### config.mk
export PLATFORM = sky130hd
export DESIGN_NAME = ps2_key_decoder_flat
export DESIGN_NICKNAME = d
export VERILOG_FILES = /design/src/rtl/ps2_key_decoder_if.sv /design/src/rtl/ps2_key_decoder.sv /design/src/flat_wrapper.sv
export SDC_FILE = /design/constraint.sdc
export NUM_CORES = 1
export LEC_CHECK = 0
export ABC_AREA = 1
export CORE_AREA = 4 4 111 113
export CTS_CLUSTER_SIZE = 16
export DETAILED_ROUTE_END_ITERATION = 8
export DIE_AREA = 0 0 115 117
export PLACE_DENSITY = 0.71
export REMOVE_ABC_BUFFERS = 1
export SYNTH_ARGS = -nofsm -noshare
export SYNTH_HDL_FRONTEND = slang
export SYNTH_SLANG_ARGS = --single-unit
### constraint.sdc
create_clock -name clk -period 2.6 [get_ports clk]
set_input_delay 0.26 -clock clk [delete_from_list [all_inputs] [get_ports clk]]
set_output_delay 0.26 -clock clk [all_outputs]
set_load 0.005 [all_outputs]
### src/rtl/ps2_key_decoder_if.sv
// Byte path between the keyboard receiver and the decoder, plus the
// show-ahead character port toward the consumer.
interface ps2_key_decoder_if;
   logic [7:0] kb_data;
   logic       kb_ready;
   logic       kb_nextdata_n;
   logic       rd_en;
   logic [7:0] out_data;
   logic       out_valid;

   // master: the keyboard receiver and the character consumer side
   modport master (output kb_data, kb_ready, rd_en,
                   input  kb_nextdata_n, out_data, out_valid);
   // slave: the decoder itself
   modport slave  (input  kb_data, kb_ready, rd_en,
                   output kb_nextdata_n, out_data, out_valid);
endinterface

### src/rtl/ps2_key_decoder.sv
// PS/2 set-2 scancode to ASCII decoder with modifier tracking, optional
// typematic-repeat suppression and a show-ahead character FIFO.
module ps2_key_decoder #(
   parameter int FIFO_DEPTH = 8,
   parameter int REPEAT_EN  = 1,
   parameter int CTRL_EN    = 1
) (
   input  logic                          clk,
   input  logic                          clrn,
   ps2_key_decoder_if.slave              bus,
   output logic [$clog2(FIFO_DEPTH):0]   fifo_count,
   output logic                          overflow,
   input  logic                          ovf_clr,
   output logic                          caps_lock,
   output logic                          shift_held
);
   localparam int AW = $clog2(FIFO_DEPTH);
   localparam logic [AW:0] DEPTH_C = FIFO_DEPTH[AW:0];

   typedef enum logic [1:0] {S_IDLE, S_BRK, S_EXT, S_EXTBRK} state_t;
   state_t state, state_nxt;

   logic [7:0]    byte_q;
   logic [1:0]    busy;
   logic          nack;
   logic          shift_l, shift_r, ctrl, caps_held;
   logic          last_vld, last_ext;
   logic [7:0]    last_code;
   logic          ev_make, ev_brk, ev_ext;
   logic          byte_vld;
   logic          is_shl, is_shr, is_ctrl, is_caps, is_mod, rep;
   logic [8:0]    lt;
   logic [16:0]   sy;
   logic [7:0]    ch;
   logic          ch_hit, push, pop, full, wr, drop;
   logic [7:0]    mem [FIFO_DEPTH];
   logic [AW-1:0] wr_ptr, rd_ptr;
   logic [AW:0]   count;

   // {hit, lower-case ascii} for letter keys
   function automatic logic [8:0] letter_lc(input logic [7:0] c);
      case (c)
         8'h1C: return {1'b1, 8'h61};  8'h32: return {1'b1, 8'h62};
         8'h21: return {1'b1, 8'h63};  8'h23: return {1'b1, 8'h64};
         8'h24: return {1'b1, 8'h65};  8'h2B: return {1'b1, 8'h66};
         8'h34: return {1'b1, 8'h67};  8'h33: return {1'b1, 8'h68};
         8'h43: return {1'b1, 8'h69};  8'h3B: return {1'b1, 8'h6A};
         8'h42: return {1'b1, 8'h6B};  8'h4B: return {1'b1, 8'h6C};
         8'h3A: return {1'b1, 8'h6D};  8'h31: return {1'b1, 8'h6E};
         8'h44: return {1'b1, 8'h6F};  8'h4D: return {1'b1, 8'h70};
         8'h15: return {1'b1, 8'h71};  8'h2D: return {1'b1, 8'h72};
         8'h1B: return {1'b1, 8'h73};  8'h2C: return {1'b1, 8'h74};
         8'h3C: return {1'b1, 8'h75};  8'h2A: return {1'b1, 8'h76};
         8'h1D: return {1'b1, 8'h77};  8'h22: return {1'b1, 8'h78};
         8'h35: return {1'b1, 8'h79};  8'h1A: return {1'b1, 8'h7A};
         default: return 9'h000;
      endcase
   endfunction

   // {hit, unshifted, shifted} for digits, punctuation and control keys
   function automatic logic [16:0] sym_lut(input logic [7:0] c);
      case (c)
         8'h45: return {1'b1, 8'h30, 8'h29};  8'h16: return {1'b1, 8'h31, 8'h21};
         8'h1E: return {1'b1, 8'h32, 8'h40};  8'h26: return {1'b1, 8'h33, 8'h23};
         8'h25: return {1'b1, 8'h34, 8'h24};  8'h2E: return {1'b1, 8'h35, 8'h25};
         8'h36: return {1'b1, 8'h36, 8'h5E};  8'h3D: return {1'b1, 8'h37, 8'h26};
         8'h3E: return {1'b1, 8'h38, 8'h2A};  8'h46: return {1'b1, 8'h39, 8'h28};
         8'h0E: return {1'b1, 8'h60, 8'h7E};  8'h4E: return {1'b1, 8'h2D, 8'h5F};
         8'h55: return {1'b1, 8'h3D, 8'h2B};  8'h54: return {1'b1, 8'h5B, 8'h7B};
         8'h5B: return {1'b1, 8'h5D, 8'h7D};  8'h5D: return {1'b1, 8'h5C, 8'h7C};
         8'h4C: return {1'b1, 8'h3B, 8'h3A};  8'h52: return {1'b1, 8'h27, 8'h22};
         8'h41: return {1'b1, 8'h2C, 8'h3C};  8'h49: return {1'b1, 8'h2E, 8'h3E};
         8'h4A: return {1'b1, 8'h2F, 8'h3F};  8'h29: return {1'b1, 8'h20, 8'h20};
         8'h5A: return {1'b1, 8'h0D, 8'h0D};  8'h66: return {1'b1, 8'h08, 8'h08};
         8'h0D: return {1'b1, 8'h09, 8'h09};  8'h76: return {1'b1, 8'h1B, 8'h1B};
         default: return 17'h00000;
      endcase
   endfunction

   // busy==2 marks the single cycle in which the latched byte is decoded
   assign byte_vld          = (busy == 2'd2);
   assign bus.kb_nextdata_n = nack;
   assign shift_held        = shift_l | shift_r;

   // byte capture and ack pulse; the two busy cycles give the receiver
   // time to drop kb_ready after seeing the ack
   always_ff @(posedge clk) begin
      if (!clrn) begin
         byte_q <= 8'h00;
         busy   <= 2'd0;
         nack   <= 1'b1;
      end else begin
         nack <= 1'b1;
         if (busy != 2'd0) begin
            busy <= busy - 2'd1;
         end else if (bus.kb_ready) begin
            byte_q <= bus.kb_data;
            busy   <= 2'd2;
            nack   <= 1'b0;
         end
      end
   end

   // prefix state register
   always_ff @(posedge clk) begin
      if (!clrn) state <= S_IDLE;
      else       state <= state_nxt;
   end

   // prefix sequencing: classify each byte as make/break, normal/extended
   always_comb begin
      state_nxt = state;
      ev_make   = 1'b0;
      ev_brk    = 1'b0;
      ev_ext    = 1'b0;
      if (byte_vld) begin
         if (byte_q == 8'hE0) begin
            state_nxt = S_EXT;
         end else begin
            case (state)
               S_IDLE:   if (byte_q == 8'hF0) state_nxt = S_BRK;
                         else ev_make = 1'b1;
               S_BRK:    begin ev_brk = 1'b1; state_nxt = S_IDLE; end
               S_EXT:    if (byte_q == 8'hF0) state_nxt = S_EXTBRK;
                         else begin ev_make = 1'b1; ev_ext = 1'b1; state_nxt = S_IDLE; end
               default:  begin ev_brk = 1'b1; ev_ext = 1'b1; state_nxt = S_IDLE; end
            endcase
         end
      end
   end

   assign is_shl  = ~ev_ext & (byte_q == 8'h12);
   assign is_shr  = ~ev_ext & (byte_q == 8'h59);
   assign is_caps = ~ev_ext & (byte_q == 8'h58);
   assign is_ctrl = (byte_q == 8'h14);
   assign is_mod  = is_shl | is_shr | is_caps | is_ctrl;
   assign rep     = last_vld & (last_code == byte_q) & (last_ext == ev_ext);

   // translate the current make code to ASCII under present modifiers
   always_comb begin
      lt     = letter_lc(byte_q);
      sy     = sym_lut(byte_q);
      ch     = 8'h00;
      ch_hit = 1'b0;
      if (ev_ext) begin
         if (byte_q == 8'h4A)      begin ch = 8'h2F; ch_hit = 1'b1; end
         else if (byte_q == 8'h5A) begin ch = 8'h0D; ch_hit = 1'b1; end
      end else if (lt[8]) begin
         ch_hit = 1'b1;
         if ((CTRL_EN != 0) && ctrl)       ch = lt[7:0] - 8'h60;
         else if (shift_held ^ caps_lock)  ch = lt[7:0] - 8'h20;
         else                              ch = lt[7:0];
      end else if (sy[16]) begin
         ch_hit = 1'b1;
         ch     = shift_held ? sy[7:0] : sy[15:8];
      end
   end

   assign push = ev_make & ~is_mod & ch_hit & ~((REPEAT_EN == 0) & rep);

   // modifier flags and last-key tracking
   always_ff @(posedge clk) begin
      if (!clrn) begin
         shift_l   <= 1'b0;
         shift_r   <= 1'b0;
         ctrl      <= 1'b0;
         caps_held <= 1'b0;
         caps_lock <= 1'b0;
         last_vld  <= 1'b0;
         last_ext  <= 1'b0;
         last_code <= 8'h00;
      end else if (ev_make) begin
         if (is_shl)  shift_l <= 1'b1;
         if (is_shr)  shift_r <= 1'b1;
         if (is_ctrl) ctrl    <= 1'b1;
         if (is_caps) begin
            caps_held <= 1'b1;
            if (!caps_held) caps_lock <= ~caps_lock;
         end
         if (!is_mod) begin
            last_vld  <= 1'b1;
            last_ext  <= ev_ext;
            last_code <= byte_q;
         end
      end else if (ev_brk) begin
         if (is_shl)  shift_l   <= 1'b0;
         if (is_shr)  shift_r   <= 1'b0;
         if (is_ctrl) ctrl      <= 1'b0;
         if (is_caps) caps_held <= 1'b0;
         if (!is_mod && rep) last_vld <= 1'b0;
      end
   end

   assign full = (count == DEPTH_C);
   assign pop  = bus.rd_en & (count != '0);
   assign wr   = push & (~full | pop);
   assign drop = push & full & ~pop;

   // character storage, no reset needed
   always_ff @(posedge clk) begin
      if (wr) mem[wr_ptr] <= ch;
   end

   // FIFO pointers, occupancy and sticky overflow
   always_ff @(posedge clk) begin
      if (!clrn) begin
         wr_ptr   <= '0;
         rd_ptr   <= '0;
         count    <= '0;
         overflow <= 1'b0;
      end else begin
         if (wr)  wr_ptr <= wr_ptr + 1'b1;
         if (pop) rd_ptr <= rd_ptr + 1'b1;
         case ({wr, pop})
            2'b10:   count <= count + 1'b1;
            2'b01:   count <= count - 1'b1;
            default: count <= count;
         endcase
         if (drop)         overflow <= 1'b1;
         else if (ovf_clr) overflow <= 1'b0;
      end
   end

   assign fifo_count    = count;
   assign bus.out_valid = (count != '0);
   assign bus.out_data  = (count != '0) ? mem[rd_ptr] : 8'h00;
endmodule
### src/flat_wrapper.sv
// flat-port wrapper written by rule: the top's interface ports become plain ports
module ps2_key_decoder_flat 
#(
   parameter int FIFO_DEPTH = 8,
   parameter int REPEAT_EN  = 1,
   parameter int CTRL_EN    = 1
)
  (clk, clrn, fifo_count, overflow, ovf_clr, caps_lock, shift_held, bus_kb_data, bus_kb_ready, bus_rd_en, bus_kb_nextdata_n, bus_out_data, bus_out_valid);
  ps2_key_decoder_if bus_i ();
  input  logic clk;
  input  logic clrn;
  output logic [$clog2(FIFO_DEPTH):0] fifo_count;
  output logic overflow;
  input  logic ovf_clr;
  output logic caps_lock;
  output logic shift_held;
  input wire logic [$bits(bus_i.kb_data)-1:0] bus_kb_data;
  input wire logic [$bits(bus_i.kb_ready)-1:0] bus_kb_ready;
  input wire logic [$bits(bus_i.rd_en)-1:0] bus_rd_en;
  output wire logic [$bits(bus_i.kb_nextdata_n)-1:0] bus_kb_nextdata_n;
  output wire logic [$bits(bus_i.out_data)-1:0] bus_out_data;
  output wire logic [$bits(bus_i.out_valid)-1:0] bus_out_valid;
  assign bus_i.kb_data = bus_kb_data;
  assign bus_i.kb_ready = bus_kb_ready;
  assign bus_i.rd_en = bus_rd_en;
  assign bus_kb_nextdata_n = bus_i.kb_nextdata_n;
  assign bus_out_data = bus_i.out_data;
  assign bus_out_valid = bus_i.out_valid;
  ps2_key_decoder #(.FIFO_DEPTH(FIFO_DEPTH), .REPEAT_EN(REPEAT_EN), .CTRL_EN(CTRL_EN)) u_core (.clk(clk), .clrn(clrn), .bus(bus_i), .fifo_count(fifo_count), .overflow(overflow), .ovf_clr(ovf_clr), .caps_lock(caps_lock), .shift_held(shift_held));
endmodule
==> results.py <==
metrics = {
    "outcome": {
        "status": "completed",
    },
    "setup_path": {
        "required_ps": 2340,
        "cp.arrival_ps": 2150,
        "path_class": "reg -> out",
        "r2r_slack_ps": 210,
        "path_max_fanout": 32,
        "critPathLaunchType": "flip-flop",
        "cp-end-kind": "output pin",
    },
    "power": {
        "power_density_nw_per_um2": 930,
        "power.switching_mw": 2.29,
        "ir_worst_vdd_v": 0.000695,
        "pwr-share-seq_pct": 31.3,
        "switching_share_pct": 32.9,
        "p_comb_share_pct": 33.6,
        "leakage_nw": 3.28,
        "p_clk_share_pct": 35.1,
        "internal_power_mw": 4.68,
    },
    "logic_synthesis": {
        "synth_warnings": 0,
        "synth_cell_types": 44,
        "yosys.area_share.adder_pct": 3.05,
        "ys_seq_area_share_pct": 48.5,
        "synth_top_area_share_pct": 31.3,
        "synth_most_common_cell": "nand2_1",
        "synth-xor-area-share_pct": 0.713,
        "synth_enable_flop_cells": 64,
        "yosys.area_share.simple_pct": 27.7,
        "ys_seq_elements": 117,
        "ys_top_cells_by_count": "nand2_1 (151), nor2_1 (116), inv_1 (78)",
        "syn_inst": 761,
        "muxShareOfSynthArea_pct": 0,
        "syn_area_per_cell_sq_um": 8.08,
        "synth-compound-area-share_pct": 12.5,
        "syn-cell-area_sq_um": 6150,
        "synth_ff_type": "edfxtp_1",
        "async_reset_ff_share_pct": 0,
        "yosys-top-cells-area": "edfxtp_1 (31%), dfxtp_1 (17%), nand2_1 (9.2%)",
        "synth_top_family_by_area": "simple AND/OR/NAND/NOR gates",
        "yosysTopAreaCell": "edfxtp_1",
    },
    "die": {
        "io_pins": 30,
        "fp.dieArea_sq_um": 13500,
        "die_w_microns": 115,
        "rows": 39,
        "initial_core_util_pct": 54.3,
        "core-area_sq_um": 11300,
        "die_h_microns": 117,
    },
    "timing": {
        "setup_tns_ps": 0,
        "fmax_mhz": 414,
        "timing.hold.ws_ps": 433,
        "slew_headroom_pct": 65.0,
        "slew_viol_final": 0,
        "period_needed_ps": 2410,
        "setup_violations": 0,
        "fin_crit_sh_pct": 92.9,
        "setup_ws_ps": 186,
        "worstMarginPinSlew_ps": 524,
        "hold_violations": 0,
        "clock_skew_ps": 8.76,
    },
    "finish": {
        "regArea_sq_um": 2980,
        "syn2layout_area_growth_pct": 22.0,
        "finalNetCount": 857,
        "multi_input_area_sq_um": 2770,
        "design_area_sq_um": 7500,
        "n_antenna_cell": 0,
        "finish.utilization_pct": 66.2,
        "fillers": 963,
        "drive_gt1_share_pct": 15.3,
    },
    "global_routing": {
        "grt_max_degree": 33,
        "grt_pass1_vias": 5226,
        "gr-total-overflow": 0,
        "grt.total_usage_pct": 23.6,
        "antenna_found_initial": 0,
        "grt_pass1_wl_microns": 25000,
    },
    "placed_design": {
        "port_buffers": 29,
        "gp_congestion": 0.941,
        "pre_cts_ws_ps": 63.6,
        "hpwl_microns": 11100,
        "postPlaceCellArea_sq_um": 6800,
    },
    "clocking": {
        "postCtsSetupRepairBufs": 0,
        "cts-htree-levels": 4,
        "cts_num_sinks": 117,
        "ctsLongestPathBuffers": 2,
        "cts-buffers-inserted": 17,
        "clk_pin_slew_ps": 60,
        "ctsResizeCount": 0,
        "root_buffer": "clkbuf_16",
        "postCtsHoldBufs": 0,
        "clock_latency_ps": 400,
        "cts_tree": "built",
    },
    "hold_path": {
        "hp-class": "in -> reg",
    },
    "job": {
        "max_cap_viol_count": 0,
    },
    "drt": {
        "antenna_left": 0,
        "viasPerCell": 5.45,
        "drt_iter0_markers": 369,
        "wl_per_cell_microns": 15.6,
        "drc": 0,
        "vias": 5373,
        "drt-total-wl_microns": 15300,
        "drtPass1Iterations": 5,
    },
}
## cells in the final DEF, fill, tap and decap left out, drive strengths merged
cell / count
nor3: 4
xor2: 4
o22ai: 9
clkbuf: 17
inv: 88
buf: 42
nand2: 164
nand3: 63
nand4: 9
xnor2: 1
o211ai: 4
o31ai: 5
nor2: 126
nand3b: 4
dfxtp: 53
clkinv: 7
a211oi: 1
edfxtp: 64
o32ai: 1
a21oi: 30
o21ai: 78
a31oi: 10
ha: 15
o2111ai: 1
a22oi: 1
or2: 5
bufinv: 4
clkdlybuf4s50: 29
nor4: 1
clkinvlp: 2
## final timing paths
path	start	cells after the start	endpoint
setup / recovery	flip-flop	6	bus_out_data[5]
hold / removal	bus_kb_ready	2	u_core.bus.kb_nextdata_n
setup reg to reg	u_core.byte_q[4]	16	u_core.fifo_count[2]
hold reg to reg	u_core.shift_l	2	u_core.shift_l
## cells by family after synthesis
logic type,Yosys count
AOI/OAI and AO/OA,140
xor gates and xnor gates,5
adders and majority gates,15
buffers and inverters,108
DFF,117
and+or+nand+nor,376
## worst max-delay path, cell delays in order (launching register included)
cell and delay [ps]:
dfxtp_1 350, buf_6 250, o21ai_0 130, o22ai_1 190
o21ai_0 90, a31oi_1 180, clkdlybuf4s50_1 530
## through the flow
stage	instances	total power, mW
after floorplan	739	3.52
after CTS	985	6.94
after detailed placement	953	4.49
after global routing	985	7.38
final	985	6.98
after global placement	953	4.45
## layout make-up
cell class,count,share of cell area [%]
clock buffers,17,5.67
clock inverters,15,2.70
inverters,86,4.41
multi-input cells,536,36.9
flip-flops and latches,117,39.8
well taps,143,2.39
repair buffers,71,8.18
## power by group through the flow
stage	clock network, mW	logic, mW	registers, mW
finish	2.45	2.35	2.19
global route	2.57	2.61	2.21
CTS	2.47	2.29	2.18
detailed placement	0	2.28	2.21
global placement	0	2.24	2.21
floorplan	0	1.27	2.24
## routing by layer
metal  track usage [%]  vias to the layer above  share of wire [%]
met3              4.06                       33                5.1
met5                 0                        -                  0
met2              42.9                      191                 51
met1              28.0                     2466                 41
li1                  -                     2683                  -
met4              8.45                        0                2.1
No activity file was read; power rests on OpenSTA's default activity.
